## config.mk

```make
export PLATFORM = sky130hd
export DESIGN_NAME = mux4_arbiter
export DESIGN_NICKNAME = d
export VERILOG_FILES = /design/src/rtl/mux4_arbiter.sv
export SDC_FILE = /design/constraint.sdc
export NUM_CORES = 1
export LEC_CHECK = 0
export ABC_AREA = 0
export CAP_MARGIN = 40
export CORE_AREA = 2 2 39 41
export CTS_CLUSTER_DIAMETER = 60
export DETAILED_ROUTE_END_ITERATION = 8
export DIE_AREA = 0 0 41 43
export PLACE_DENSITY_LB_ADDON = 0.12
export SYNTH_ARGS = -nofsm -noshare
export SYNTH_HDL_FRONTEND = slang
export SYNTH_SLANG_ARGS = --single-unit
```

## constraint.sdc

```tcl
create_clock -name Clk -period 1.65 [get_ports Clk]
set_clock_uncertainty 0.15 [all_clocks]
set_input_delay 0.33 -clock Clk [delete_from_list [all_inputs] [get_ports Clk]]
set_output_delay 0.33 -clock Clk [all_outputs]
set_load 0.005 [all_outputs]
```

## src/rtl/mux4_arbiter.sv

```systemverilog
// Round-robin arbiter and select sequencer for the shared 4:1 mux, with one dead cycle between owners.
// Optional forced release after MAX_HOLD granted cycles is built when MUX4_ARB_TIMEOUT_EN is defined.
//
// state | meaning
// IDLE  | no owner, arbitrate on any request
// GRANT | owner Last holds the mux until its request falls
// GAP   | dead cycle after a release, arbitrates like IDLE
module mux4_arbiter #(
  parameter int MAX_HOLD = 8,
  parameter int HOLD_W   = 8
) (
  input  logic       Clk,
  input  logic       Rst,
  input  logic [3:0] Req,
  output logic [3:0] Grant,
  output logic [1:0] Se1,
  output logic       Busy,
  output logic       Expired
);

  if ((MAX_HOLD < 2) || (MAX_HOLD > 255) || ((64'd1 << HOLD_W) <= 64'(MAX_HOLD))) begin : g_bad_param
    $error("mux4_arbiter: MAX_HOLD must be 2..255 and fit in HOLD_W bits");
  end

  typedef enum logic [1:0] {
    IDLE  = 2'd0,
    GRANT = 2'd1,
    GAP   = 2'd2
  } state_t;

  state_t     state, state_nxt;
  logic [1:0] last, last_nxt;
  logic [3:0] grant_nxt;
  logic [1:0] se1_nxt;
  logic       busy_nxt;
  logic [1:0] pick;
  logic       req_any;

`ifdef MUX4_ARB_TIMEOUT_EN
  logic [HOLD_W-1:0] cnt, cnt_nxt;
  logic              expired_nxt;
  logic              others;
  logic              cnt_sat;

  assign others  = |(Req & ~(4'b0001 << last));
  assign cnt_sat = (cnt == HOLD_W'(MAX_HOLD - 1));
`endif

  assign req_any = |Req;

  // Lowest-priority candidate first so the nearest index after Last wins.
  always_comb begin
    pick = last;
    for (int k = 3; k >= 1; k--) begin
      if (Req[last + 2'(k)]) pick = last + 2'(k);
    end
  end

  always_comb begin
    state_nxt = state;
    last_nxt  = last;
    grant_nxt = Grant;
    se1_nxt   = Se1;
    busy_nxt  = Busy;
`ifdef MUX4_ARB_TIMEOUT_EN
    cnt_nxt     = cnt;
    expired_nxt = 1'b0;
`endif
    case (state)
      IDLE, GAP: begin
        if (req_any) begin
          state_nxt = GRANT;
          grant_nxt = 4'b0001 << pick;
          se1_nxt   = pick;
          last_nxt  = pick;
          busy_nxt  = 1'b1;
`ifdef MUX4_ARB_TIMEOUT_EN
          cnt_nxt   = '0;
`endif
        end else begin
          state_nxt = IDLE;
          grant_nxt = 4'b0000;
          busy_nxt  = 1'b0;
        end
      end
      GRANT: begin
        if (!Req[last]) begin
          state_nxt = GAP;
          grant_nxt = 4'b0000;
          busy_nxt  = 1'b0;
        end
`ifdef MUX4_ARB_TIMEOUT_EN
        else if (cnt_sat && others) begin
          state_nxt   = GAP;
          grant_nxt   = 4'b0000;
          busy_nxt    = 1'b0;
          expired_nxt = 1'b1;
        end else if (!cnt_sat) begin
          cnt_nxt = cnt + HOLD_W'(1);
        end
`endif
      end
      default: begin
        state_nxt = IDLE;
        grant_nxt = 4'b0000;
        busy_nxt  = 1'b0;
      end
    endcase
  end

  always_ff @(posedge Clk) begin
    if (Rst) begin
      state <= IDLE;
      last  <= 2'd3;
      Grant <= 4'b0000;
      Se1   <= 2'b00;
      Busy  <= 1'b0;
    end else begin
      state <= state_nxt;
      last  <= last_nxt;
      Grant <= grant_nxt;
      Se1   <= se1_nxt;
      Busy  <= busy_nxt;
    end
  end

`ifdef MUX4_ARB_TIMEOUT_EN
  always_ff @(posedge Clk) begin
    if (Rst) begin
      cnt     <= '0;
      Expired <= 1'b0;
    end else begin
      cnt     <= cnt_nxt;
      Expired <= expired_nxt;
    end
  end
`else
  assign Expired = 1'b0;
`endif

endmodule

```

==> flow_summary.json <==
{
  "max_stage_delay_ns": 0.49,
  "drtAntennaViolNets": 0,
  "finalWeightedCongestion": 0.723,
  "fillers": 141,
  "placed_cell_area_um2": 689,
  "cp.arrival_ns": 1.12,
  "power_frac_comb_pct": 27.8,
  "vias": 485,
  "dieArea_mm2": 0.00176,
  "dpl.hpwl_um": 834,
  "multiInputGateArea_um2": 287,
  "status": "completed",
  "seqPwrFrac_pct": 41.0,
  "coreArea_mm2": 0.00138,
  "crit_type": "reg -> out",
  "cts_tree": "yes",
  "final.setup.tns_ns": 0,
  "r2r_setup_slack_ns": 0.08,
  "drt_wl_total_um": 1150,
  "crit_slowest_cell": "clkdlybuf4s50_1",
  "grt_pass1_wl_um": 1840,
  "synth_most_common_cell": "dfxtp_1",
  "finalCritPeriodShare_pct": 97.0,
  "required_ns": 1.17,
  "first_iter_violations": 8,
  "path_cells": "clkdlybuf4s50_1",
  "die_height_um": 43,
  "synth-edff-count": 0,
  "cts_buffer_depth": 2,
  "synth_nets": 62,
  "ys_types": 24,
  "synth-seq-area-share_pct": 40.3,
  "rows": 14,
  "yosysTopAreaCellShare_pct": 40.3,
  "fin_area_um2": 763,
  "final-seq-area_um2": 204,
  "clkTransAtPathRegs_ns": 0.08,
  "pwr_density_cell_mw_per_mm2": 937,
  "ys_ff_latch": 10,
  "rsz0062_at_grt": "no",
  "min_period_ns": 1.60,
  "clock_power_share_pct": 31.2,
  "ys_warn_count": 0,
  "num_antenna_cells": 0,
  "antenna_found_initial": 0,
  "first_pass_iters": 2,
  "grt_max_degree": 10,
  "path_max_fanout": 4,
  "crit_buf_inv": 1,
  "synthCells": 56,
  "drive_above_1_share_pct": 29.6,
  "grt.overflow.total": 0,
  "viasPerCell": 5.00,
  "yosysTopAreaCell": "dfxtp_1",
  "cts-root-buf": "clkbuf_4",
  "cts_max_level": 1,
  "async_flop_share_pct": 0,
  "p_sw_uw": 194,
  "synth.area.top_cells": "dfxtp_1 (40%), a21oi_1 (6.0%), nand2_1 (6.0%)",
  "synth_area_um2": 497,
  "nets": 88,
  "cts_buffers": 3,
  "fin_util_pct": 55.2,
  "startpoint_type": "flip-flop",
  "cellLeakagePower_uw": 0.000341,
  "switching_share_pct": 27.1,
  "worst_ir_drop_vdd_mv": 0.404,
  "synth.avg_cell_area_um2": 8.87,
  "final_max_slew_viol_count": 0,
  "port_buffers": 12,
  "setup_viol_count_final": 0,
  "post-place-cells": 91,
  "instances_no_fill": 97,
  "area_delta_synth_final_pct": 53.7,
  "hold_class": "reg -> reg",
  "ios": 14,
  "drt-wirelength-per-cell_um": 11.9,
  "synth_commonest_cells": "dfxtp_1 (10), nand2_1 (8), a21oi_1 (6)",
  "hold_viol": 0,
  "fmax_ghz": 0.625,
  "start_util_pct": 35.9,
  "die_w_um": 41,
  "grt_pass1_vias": 439,
  "drc": 0,
  "cpLargestDelayFamily": "buffers and inverters",
  "worstSkewPairLatency_ns": 0.26,
  "ys.flop_type": "dfxtp_1",
  "clock-sinks": 10,
  "p_int_uw": 521,
  "cap_violations": 0,
  "track_usage_pct": 15.1,
  "endpoint_kind": "output pin"
}
==> cells by family (layout without fill, tap and decap cells) <==
logic type	after synthesis	in the layout	synth area share (%)
mux	2	2	6.55
simple gates	25	25	29.7
compound gates	15	15	18.1
other cells	1	1	0.755
buf+inv	3	28	4.53
flops	10	10	40.3
==> sequential cells by signal, indices dropped and copies added, names as in the netlist <==
| register | cells |
|---|---|
| state | 1 |
| Se1 | 2 |
| Busy | 1 |
| last | 2 |
| Grant | 4 |
==> area by class of cell <==
class                           count  area share [%]
Multi-Input combinational cell     43            37.5
Sequential cell                    10            26.7
Timing Repair Buffer               24            28.4
Tap cell                           16            2.62
Clock buffer                        4            4.75
==> routing by layer <==
metal	up-vias	wire, µm	GRT usage [%]
li1	248	-	-
met1	225	512	19.2
met2	10	590	23.8
met3	2	31	1.57
met4	0	19	8.00
met5	-	0	0
==> power groups by stage <==
| stage | Combinational [µW] | Sequential [µW] | Clock (µW) |
|---|---|---|---|
| global route | 218 | 298 | 234 |
| detailed placement | 185 | 300 | 0 |
| global placement | 183 | 300 | 0 |
| floorplan | 102 | 293 | 0 |
| CTS | 188 | 296 | 223 |
| finish | 199 | 293 | 223 |
==> path summary, 6_finish.rpt <==
kind,depth (start not counted),startpoint,to
setup / recovery,1,Busy$_SDFFE_PP0P_,Busy
hold / removal,1,state[1]$_SDFFE_PP0P_,state[1]$_SDFFE_PP0P_
setup reg to reg,4,last[0]$_SDFFE_PP1P_,Grant[3]$_SDFFE_PP0P_
hold reg to reg,1,state[1]$_SDFFE_PP0P_,state[1]$_SDFFE_PP0P_
==> metrics by stage <==
stage | total power, µW | hold slack [ns] | setup WS [ns]
2_1_floorplan | 395 | 0.255 | 0.144
3_3_place_gp | 483 | 0.274 | -0.264
3_5_place_dp | 485 | 0.268 | -0.280
4_1_cts | 707 | 0.287 | 0.00991
5_1_grt | 750 | 0.320 | 0.0196
6_report | 715 | 0.284 | 0.0497
==> layout by cell type (no fill, tap or decap), types with 2 or more instances in the layout <==
cell type,count
clkbuf_4,3
o21ai_1,3
nand2b_1,2
a21oi_1,5
dlymetal6s2s_1,3
clkdlybuf4s50_1,8
nor2_1,3
or2b_1,2
a21o_1,2
buf_4,12
nand2_1,8
dfxtp_1,9
nor3_1,2
a211oi_1,2
nand3b_1,2
==> timing repair <==
action,4_1_cts,5_1_grt
setup buffers,0,2
gates resized for setup,3,6
setup endpoints to repair,3,8
hold buffers,0,0
pin swaps,0,1
hold endpoints to repair,0,0
Power figures use the tool's default switching activity.
